**config.mk**
```make
export PLATFORM = sky130hd
export DESIGN_NAME = timer_apb_sched
export DESIGN_NICKNAME = d
export VERILOG_FILES = /design/src/rtl/timer_apb_sched.sv
export SDC_FILE = /design/constraint.sdc
export NUM_CORES = 1
export LEC_CHECK = 0
export ABC_AREA = 1
export CORE_UTILIZATION = 40
export CTS_CLUSTER_DIAMETER = 50
export DETAILED_ROUTE_END_ITERATION = 6
export GPL_ROUTABILITY_DRIVEN = 0
export HOLD_SLACK_MARGIN = 0.12
export PLACE_DENSITY = 0.81
export SETUP_SLACK_MARGIN = 0.05
export SLEW_MARGIN = 40
export SYNTH_ARGS = -nofsm -noshare
export SYNTH_HDL_FRONTEND = slang
export SYNTH_SLANG_ARGS = --single-unit
```
**constraint.sdc**
```tcl
create_clock -name sys_clk -period 1.8 [get_ports sys_clk]
set_clock_uncertainty 0.05 [all_clocks]
set_input_delay 0.54 -clock sys_clk [delete_from_list [all_inputs] [get_ports sys_clk]]
set_output_delay 0.54 -clock sys_clk [all_outputs]
set_load 0.01 [all_outputs]
```
**src/rtl/timer_apb_sched.sv**
```systemverilog
// timer_apb_sched: round-robin two-requester APB master for the timer.
// Ports: r0_*/r1_* commands, rsp_* tagged responses, m_p* APB master.
// Optional macro APB_TIMEOUT_EN bounds ACCESS waits to TIMEOUT_CYC.
`timescale 1ns/1ps
module timer_apb_sched #(
  parameter int unsigned TIMEOUT_CYC = 16
) (
  input  logic        sys_clk,
  input  logic        sys_rst_n,
  input  logic        r0_valid,
  output logic        r0_ready,
  input  logic        r0_write,
  input  logic [11:0] r0_addr,
  input  logic [31:0] r0_wdata,
  input  logic [3:0]  r0_strb,
  input  logic        r1_valid,
  output logic        r1_ready,
  input  logic        r1_write,
  input  logic [11:0] r1_addr,
  input  logic [31:0] r1_wdata,
  input  logic [3:0]  r1_strb,
  output logic        rsp_valid,
  output logic        rsp_id,
  output logic [31:0] rsp_rdata,
  output logic        rsp_err,
  output logic [11:0] m_paddr,
  output logic        m_psel,
  output logic        m_penable,
  output logic        m_pwrite,
  output logic [31:0] m_pwdata,
  output logic [3:0]  m_pstrb,
  input  logic [31:0] m_prdata,
  input  logic        m_pready,
  input  logic        m_pslverr
);

  typedef enum logic [1:0] {
    IDLE,
    SETUP,
    ACCESS
  } state_t;

  state_t state;
  logic   last_grant;
  logic   cur_id;
  logic   pick0;
  logic   pick1;
  logic   grant;
  logic   tmo;
  logic   done;

`ifdef APB_TIMEOUT_EN
  logic [7:0] acc_cnt;
`endif

  // On a tie, the requester not granted last wins.
  always_comb begin
    pick0 = r0_valid & (~r1_valid | last_grant);
    pick1 = r1_valid & ~pick0;
    grant = (state == IDLE) & (pick0 | pick1);
  end

  // Gated by reset so ready stays low while reset is held.
  assign r0_ready = sys_rst_n & (state == IDLE) & pick0;
  assign r1_ready = sys_rst_n & (state == IDLE) & pick1;

`ifdef APB_TIMEOUT_EN
  // acc_cnt counts prior waiting cycles; this is the last allowed one.
  assign tmo = ~m_pready
             & (acc_cnt == 8'(TIMEOUT_CYC - 1));
`else
  assign tmo = 1'b0;
`endif

  assign done = m_pready | tmo;

  always_ff @(posedge sys_clk or negedge sys_rst_n) begin
    if (!sys_rst_n) begin
      state      <= IDLE;
      last_grant <= 1'b1;
      cur_id     <= 1'b0;
      m_paddr    <= '0;
      m_psel     <= 1'b0;
      m_penable  <= 1'b0;
      m_pwrite   <= 1'b0;
      m_pwdata   <= '0;
      m_pstrb    <= '0;
      rsp_valid  <= 1'b0;
      rsp_id     <= 1'b0;
      rsp_rdata  <= '0;
      rsp_err    <= 1'b0;
`ifdef APB_TIMEOUT_EN
      acc_cnt    <= '0;
`endif
    end else begin
      rsp_valid <= 1'b0;
      unique case (state)
        IDLE: begin
          if (grant) begin
            last_grant <= pick1;
            cur_id     <= pick1;
            m_paddr    <= pick1 ? r1_addr  : r0_addr;
            m_pwrite   <= pick1 ? r1_write : r0_write;
            m_pwdata   <= pick1 ? r1_wdata : r0_wdata;
            m_pstrb    <= pick1 ? r1_strb  : r0_strb;
            m_psel     <= 1'b1;
            state      <= SETUP;
`ifdef APB_TIMEOUT_EN
            acc_cnt    <= '0;
`endif
          end
        end
        SETUP: begin
          m_penable <= 1'b1;
          state     <= ACCESS;
        end
        ACCESS: begin
          if (done) begin
            m_psel    <= 1'b0;
            m_penable <= 1'b0;
            state     <= IDLE;
            rsp_valid <= 1'b1;
            rsp_id    <= cur_id;
            // A timeout (no pready) reports as an error.
            rsp_err   <= ~m_pready | m_pslverr;
            rsp_rdata <= (m_pready & ~m_pwrite & ~m_pslverr)
                       ? m_prdata : '0;
          end
`ifdef APB_TIMEOUT_EN
          else begin
            acc_cnt <= acc_cnt + 8'd1;
          end
`endif
        end
        default: state <= IDLE;
      endcase
    end
  end

endmodule
```
== Word-level counts from Yosys, hierarchy flattened ==
Cells that the tools add are included.

* Shift-type cells: 0
* $add $sub $neg: 0
* Divide/modulo/power cells: 0
* Bitwise gates (word level): 16
* Equality and inequality tests: 4
* $lt $le $gt $ge: 0
* Reductions and logical operators: 8
* Multiply operators: 0
* Multiplexer cells: 14

{| class="wikitable"
|+ Operators with widths
! operator !! count
|-
| 2-to-1 mux 32 bit || 2
|-
| 2-to-1 mux 12 bit || 1
|-
| bitwise AND 1 bit || 8
|-
| AND reduction 2 bit || 4
|-
| case mux 2 bit (3 select lines) || 1
|-
| 2-to-1 mux 1 bit || 5
|-
| inverter 1 bit || 5
|-
| 2-to-1 mux 2 bit || 2
|-
| 2-to-1 mux 4 bit || 1
|-
| != test 2 bit, second input constant || 2
|-
| case mux 1 bit (2 select lines) || 2
|-
| nonzero test 2 bit || 2
|-
| bitwise OR 1 bit || 3
|-
| AND reduction 3 bit || 1
|-
| equality test 2 x 1 -> 1 bit, second input constant || 1
|-
| equality test 2 bit, second input constant || 1
|-
| zero test 2 bit || 1
|}

* Bits in latches: 0
* Memory bits (writable): 0
* Bits in read-only memories: 0
* Output and inout port bits: 88
* Memories kept: 0
* Word-level logic and storage cells: 55
* Bits in registers: 90
* Input bits: 136

== Logic depth before layout (Yosys ltp) ==
Gate-level depths: netlist (run 1).

* Depth after elaboration: 9
* Gate-level depth with buffers: 6
* Depth with buffers taken out: 5

== Worst setup path before layout (run 1) ==
Ideal clock, no wire load.

* Path type: in2out
* Start point: in r1_valid
* End point: out r1_ready
* Path slack: 0.119 ns
* Data arrival time: 1.091 ns
* Stages: 4
* Path through: inv_1 a21o_1 buf_2 nor2_1

* Cells in the longest elaborated chain, start to end: 6

{| class="wikitable"
|+ RTL lines
! what !! line !! RTL
|-
| start, declared || 16 || <nowiki>input logic r1_valid,</nowiki>
|-
| inverter 1 bit || 58 || <nowiki>pick0 = r0_valid & (~r1_valid | last_grant);</nowiki>
|-
| bitwise OR 1 bit || 58 ||
|-
| bitwise AND 1 bit || 58 ||
|-
| inverter 1 bit || 59 || <nowiki>pick1 = r1_valid & ~pick0;</nowiki>
|-
| bitwise AND 1 bit * || 59 ||
|-
| bitwise AND 1 bit * || 65 || <nowiki>assign r1_ready = sys_rst_n & (state == IDLE) & pick1;</nowiki>
|-
| end, declared || 17 || <nowiki>output logic r1_ready,</nowiki>
|}

Every way passes the cells marked *; elsewhere a longest branch is shown, timed or not.

== Worst setup path in the final report (run 1) ==
* Start point: in r0_valid
* End point: out r1_ready

* Cells in the longest elaborated chain, start to end: 4

{| class="wikitable"
|+ RTL lines
! what !! line !! RTL
|-
| start, declared || 10 || <nowiki>input logic r0_valid,</nowiki>
|-
| bitwise AND 1 bit || 58 ||
|-
| inverter 1 bit || 59 ||
|-
| bitwise AND 1 bit || 59 ||
|-
| bitwise AND 1 bit || 65 ||
|}

Every way passes these cells.

==> implementation parameters, run 1 <==
Parameter                              Value

Run status
  Run status    finished with violations
  Violated checks    setup timing

Cells and area
  Non-Filler Cell Area, Final    6812 sq um
  Fillers    898
  Fraction of layout cells with a size suffix above 1    0.05854
  Area of all sequential standard cells    approximately 2300 sq um
  Antenna diode count    0
  Count of nets after finishing    953
  Area used by multi-input combinational logic    1494 sq um
  Post-synthesis to final-layout area growth    60.50%

Worst setup path
  Delay of the slowest critical-path stage    0.26 ns
  Data required time at the worst endpoint    1.21 ns
  Top delay family on crit path    buffers and inverters
  Startpoint class of the critical path    input port
  CP Capture Type    primary output
  Critical Path, Cell by Cell    dlygate4sd2_1 > a21o_1 > nor2_2 > buf_6
  Critical path fanouts, max    3
  Critical path buffer and inverter count    2
  Category of the most critical setup path    input port to primary output
  Endpoint arrival time on the critical path    about 1.3 ns
  Slowest library cell on the worst path    dlygate4sd2_1

Route
  Post-route DRC violation count    0
  Detailed-route wire length    11970 microns
  Routed WL per cell    12.52 microns
  Number of vias per cell after detailed routing    4.535
  Drt first pass iters    6
  Iter 0 DRT Violations    roughly 250
  Via Count    4335
  Number of nets still failing antenna checks after routing    0

Clock network
  TritonCTS clock tree    yes
  H-tree depth    3
  Insertion delay to the later sink of the worst-skew pair    0.34 ns
  Buffers from clock root to sink, at most    2
  Clock net sink count    90
  Inserted Clock Buffers    9
  Cell at the root of the clock tree    clkbuf_8
  Number of hold buffers added after CTS    0
  Clock-pin slew of the registers on the worst-case setup and hold paths    around 0.08 ns

Power and ir drop
  Static leakage power    3.937 nW
  Clock share of power    0.126
  Power per unit of standard cell area    1351 nW/um^2
  Fraction of power spent switching nets    0.3872
  Peak ir drop on the vdd network    slightly above 0.7 mV
  Sequential Power Share    0.387
  Share of power burned in combinational logic    0.487
  P_int    5.638 mW
  Total net switching power    3.563 mW

Worst hold path
  Min-delay worst type    input port to async pin

Global routing
  Via count of the first global-routing pass    4296
  Maximum number of pins on one net before global-route repair    63
  Wire length of the first global-routing pass    19790 microns
  Gr ovfl total    0
  Total routing resource utilization after global routing    0.2259
  Antenna violations before repair    0

Place
  Post-DP HPWL    between 9000 and 10000 microns
  Port-buffer cells    223
  DP Area    6738 sq um

Die
  Die Wd    105.0 microns
  Top Ports    roughly 220
  Row count    37
  Die footprint    around 11000 sq um
  Height of the chip    between 100 and 150 microns
  Core Footprint    ~10000 sq um
  Effective utilization at floorplan    0.4111

Synth
  Mean cell area of the mapped netlist    7.230 sq um
  Warning count from the yosys run    0
  Number of distinct library cell variants in the gate-level netlist after synthesis    17
  Sequential fraction of the synthesis area    0.5310
  Top-area cell type share of the netlist area    0.5248
  Cells after Synth    587
  Flip-flop and latch count after synthesis    90
  Top cells by area, synth    dfrtp_1 (52%), nand2_1 (27%), inv_1 (9.1%)
  Library cell occupying the most area in the post-synthesis netlist    dfrtp_1
  Number of nets in the synthesized netlist    723
  Netlist Area Pre-Place    4244 sq um

STA
  Sum of negative setup slack    -0.06430 ns
  Relative max-transition margin    0.6447
  Least setup slack across all paths after layout    -0.05650 ns
  Achievable clock frequency    0.5386 GHz
  Unrepaired setup endpoints after global routing    yes
  Share of the clock period used by the worst path after layout    1.031
  Slew @ Worst Pin    0.5330 ns
  Final critical path time including I/O delays and setup    approximately 1.9 ns
  Setup-failing EPs final    2
  Slew Limit Fails    0
  Number of hold-slack violations in the final timing report    0

Job
  Maximum capacitance violations    0
stage by stage:
| step | power, mW | utilization | instances | setup slack, ns | hold WS (ns) |
|---|---|---|---|---|---|
| detailed placement | 8.788 | 0.6526 | 940 | -0.7191 | 0.4125 |
| global route | 9.918 | 0.6598 | 956 | -0.1060 | 0.2042 |
| finish | 9.201 | 0.6598 | 956 | -0.05650 | 0.1782 |
| global placement | 8.625 | 0.6526 | 940 | -0.7203 | 0.4047 |
| CTS | 9.288 | 0.6571 | 954 | -0.07214 | 0.1692 |
| floorplan | 5.714 | - | 587 | 0.1187 | 0.1944 |
cell usage after synthesis:
library cell / count
nor2_1: 4
o21ai_2: 1
a21oi_2: 1
o21ai_0: 4
buf_2: 18
dfrtp_1: 89
a21o_1: 1
or2_2: 1
dfstp_2: 1
a21oi_1: 1
nor3_2: 1
clkbuf_1: 6
inv_1: 103
inv_2: 1
nand3_1: 50
buf_4: 3
nand2_1: 302
metal layers:
layer	wire length, microns	track usage	part of all wire	vias to the layer above
met1	4685	0.2553	0.39	1974
met5	0	0	0	-
met4	290	0.09356	0.024	0
met3	781	0.03805	0.065	25
li1	-	-	-	2165
met2	6214	0.4186	0.52	171
power groups by stage:
stage / combinational [mW] / sequential [mW] / clock [mW]
6_report: 4.48 / 3.56 / 1.16
5_1_grt: 4.94 / 3.69 / 1.29
4_1_cts: 4.50 / 3.57 / 1.22
3_5_place_dp: 5.16 / 3.62 / 0
3_3_place_gp: 5.03 / 3.59 / 0
2_1_floorplan: 1.67 / 4.05 / 0
kinds of logic after synthesis:
logic type	after synthesis	share of synthesized area
compound gates	8	0.01179
buf+inv	131	0.1238
flops	90	0.5310
simple gates	358	0.3334
final timing paths:
check                                    from       endpoint  slack (ns)  cells after the start
worst max-delay path                 r0_valid       r1_ready       -0.06                      4
worst min-delay path                sys_rst_n    m_pwdata[5]        0.18                      2
worst max register to register     last_grant   m_pwdata[10]        0.21                      5
worst min register to register  rsp_rdata[14]  rsp_rdata[14]        0.42                      2
max in group asynchronous           sys_rst_n  rsp_rdata[13]        0.67                      3
min in group sys_clk            rsp_rdata[14]  rsp_rdata[14]        0.42                      2
area by class of cell:
class                      count  area share
clock buffer                  12     0.02131
sequential                    90      0.3308
clock inverter                 2    0.002204
inverter                     104     0.05731
multi-input combinational    366      0.2193
tap                          136     0.02498
timing repair buffer         246      0.3440
timing repair:
item / CTS / global route
resized for setup: 101 / 3
pin swaps: 2 / 3
setup buffers: 0 / 2
endpoints found under the setup margin: 88 / 2
state kept, by name, summed over array words and instances (netlist names), 2 cells and up:
| signal | cells |
|---|---|
| m_paddr | 12 |
| rsp_rdata | 32 |
| m_pstrb | 4 |
| m_pwdata | 32 |
| state | 2 |
placed cells by master (no fill, tap or decap), drive strengths merged:
master,count
clkdlybuf4s15,1
nand2,302
clkdlybuf4s50,132
clkinvlp,2
dlygate4sd2,87
a21o,1
or2,1
a21oi,2
buf,26
clkbuf,12
dfstp,1
nand3,50
inv,104
o21ai,5
nor3,1
dfrtp,89
nor2,4
No activity file was read; power rests on OpenSTA's default activity.
==> run 2: changes to the inputs <==
--- a/constraint.sdc
+++ b/constraint.sdc
@@ -3,3 +3,3 @@
 set_input_delay 0.54 -clock sys_clk [delete_from_list [all_inputs] [get_ports sys_clk]]
 set_output_delay 0.54 -clock sys_clk [all_outputs]
-set_load 0.01 [all_outputs]
+set_load 0.05 [all_outputs]
==> run 2 against run 1 <==
  * The run still ends with setup timing left
  * Combinational power increased by 130%
  * Clock power increased by 25%
  * Cell area increased by 15%
  * Wire length increased by 9.6%
  * Non-clock buffer count decreased by 4
  * Hold slack improved by 0.093 ns
  * Final cell count decreased by 0.21%
  * Critical path type unchanged
==> implementation parameters, run 2 (synthesis results as in run 1) <==
Parameter                              Value

Job
  Maximum capacitance violations    0

Worst setup path
  Endpoint arrival time on the critical path    1.33 ns
  CP Capture Type    primary output
  Setup slack, reg-to-reg    0.09 ns
  Start point of the critical path    r1_valid
  Category of the most critical setup path    input port to primary output
  Number of cells traversed by the worst register-to-register path    5
  Critical path fanouts, max    3
  Worst reg2reg startpoint    last_grant
  Endpoint of the most critical register-to-register path    m_pwdata[12]
  Data required time at the worst endpoint    between 1 and 1.5 ns
  Startpoint class of the critical path    input port

Global routing
  Maximum number of pins on one net before global-route repair    91
  Via count of the first global-routing pass    ~4.5k
  Fraction of met2 tracks used by global routing    0.4503
  Total routing resource utilization after global routing    0.2431
  GR Layer Usage met3    0.04928
  GRT met1 Usage    0.2729
  Gr ovfl total    0
  Most Crowded Layer GR    met2
  Antenna violations before repair    0
  Wire length of the first global-routing pass    roughly 21000 microns

Clock network
  Insertion delay to the later sink of the worst-skew pair    0.34 ns
  Buffers from clock root to sink, at most    2
  H-tree depth    3
  TritonCTS clock tree    yes
  Inserted Clock Buffers    9
  Cell at the root of the clock tree    clkbuf_8
  Clock-pin slew of the registers on the worst-case setup and hold paths    ~0.10 ns
  Clock net sink count    90

STA
  Setup-failing EPs final    2
  Slew @ Worst Pin    0.7093 ns
  Final-layout worst hold slack    ~0.27 ns
  Least setup slack across all paths after layout    -0.1194 ns
  Slew Limit Fails    0
  Achievable clock frequency    0.5210 GHz
  Final critical path time including I/O delays and setup    ~1.9 ns
  Number of hold-slack violations in the final timing report    0
  Sum of negative setup slack    -0.2092 ns
  Unrepaired setup endpoints after global routing    yes
  Relative max-transition margin    0.5271
  Share of the clock period used by the worst path after layout    1.066

Route
  Detailed-route wire length    13130 microns
  Routed WL per cell    around 14 microns
  Via Count    4507
  Number of vias per cell after detailed routing    approximately 4.7
  Iter 0 DRT Violations    275
  Drt first pass iters    4
  Number of nets still failing antenna checks after routing    0
  Post-route DRC violation count    0

Power and ir drop
  Total net switching power    7.395 mW
  Power per unit of standard cell area    ~2000 nW/um^2
  Static leakage power    around 4.2 nW
  P_int    8.530 mW
  Clock share of power    0.091
  Sequential Power Share    0.262
  Fraction of power spent switching nets    0.4644
  Share of power burned in combinational logic    0.648
  Peak ir drop on the vdd network    between 1 and 1.5 mV

Die
  Die Wd    105.0 microns
  Effective utilization at floorplan    0.4111
  Height of the chip    ~110 microns
  Die footprint    between 10000 and 15000 sq um
  Core Footprint    10320 sq um
  Top Ports    224
  Row count    37

Cells and area
  Count of nets after finishing    949
  Post-synthesis to final-layout area growth    85.08%
  Non-Filler Cell Area, Final    7855 sq um
  Final Core Density    0.7609
  Fraction of layout cells with a size suffix above 1    0.1663
  Most common cell after layout, fill and taps aside    nand2_1
  Largest registers    m_pwdata (32), rsp_rdata (32), m_paddr (12)
  Commonest cells after routing, fill and taps aside    nand2_1 (301), clkdlybuf4s50_1 (132), inv_1 (102)
  Antenna diode count    0

Run status
  Run status    finished with violations
  Violated checks    setup timing

Place
  Worst setup slack after placement    -0.4439 ns
  Post-DP HPWL    ~10000 microns
  Port-buffer cells    223
  DP Area    7622 sq um

Worst hold path
  Min-delay worst type    input port to async pin
-- run 2: changes by cell type in the layout (fill, tap and decap cells not counted), sizes merged --
| cell | delta |
|---|---|
| clkinv | +1 |
| dlygate4sd2 | -85 |
| bufinv | +1 |
| buf | +81 |
| clkdlybuf4s15 | -1 |
| inv | +3 |
| clkbuf | -2 |
-- run 2: cell type report --
type                    instances  area (sq um)
clock buffers                   9         123.9
clock inverters                 7         85.08
fillers                       677          2469
inverters                     104         390.4
multi-input cells             366          1505
flip-flops and latches         90          2253
well taps                     136         170.2
repair buffers                242          3327
-- run 2: stage by stage --
| step | instances | power [mW] |
|---|---|---|
| after floorplan | 587 | 8.663 |
| after global placement | 937 | 14.27 |
| after detailed placement | 937 | 14.53 |
| after CTS | 954 | 16.03 |
| after global routing | 954 | 16.62 |
| final | 954 | 15.92 |
-- run 2: worst max path at each step --
| stage | end | cells after the start | slack (ns) |
|---|---|---|---|
| global route | r1_ready | 4 | -0.19 |
| CTS | r1_ready | 4 | -0.12 |
| detailed placement | m_pwdata[12] | 7 | -0.44 |
| floorplan | r1_ready | 4 | 0.009 |
| finish | r1_ready | 5 | -0.12 |
| global placement | r1_ready | 5 | -0.43 |
-- run 2: what timing repair did --
action,4_1_cts,5_1_grt
setup buffers,1,0
endpoints found under the hold margin,0,0
gates resized for setup,8,1
hold buffers,0,0
endpoints found under the setup margin,51,32
pin swaps,2,0
-- run 2: power by group through the flow --
stage | Sequential, mW | Clock [mW] | Combinational [mW]
floorplan | 6.96 | 0 | 1.70
global placement | 4.13 | 0 | 10.1
detailed placement | 4.20 | 0 | 10.3
CTS | 4.17 | 1.48 | 10.4
global route | 4.29 | 1.56 | 10.8
finish | 4.17 | 1.45 | 10.3
-- run 2: worst max-delay path, stage by stage --
cell and delay [ns]:
dlygate4sd2_1 0.24, inv_2 0.07, a21o_1 0.20, nor2_4 0.12, buf_8 0.15
-- run 2: layer usage --
layer	vias to the layer above	part of all wire
met4	0	0.029
met1	2129	0.38
li1	2161	-
met2	185	0.53
met3	32	0.061
met5	-	0
==> run 3: changes to the inputs <==
- CTS_CLUSTER_DIAMETER: 50 -> 80
==> results of run 3 <==
Final layout, timing and power as in run 2 (identical DEF).
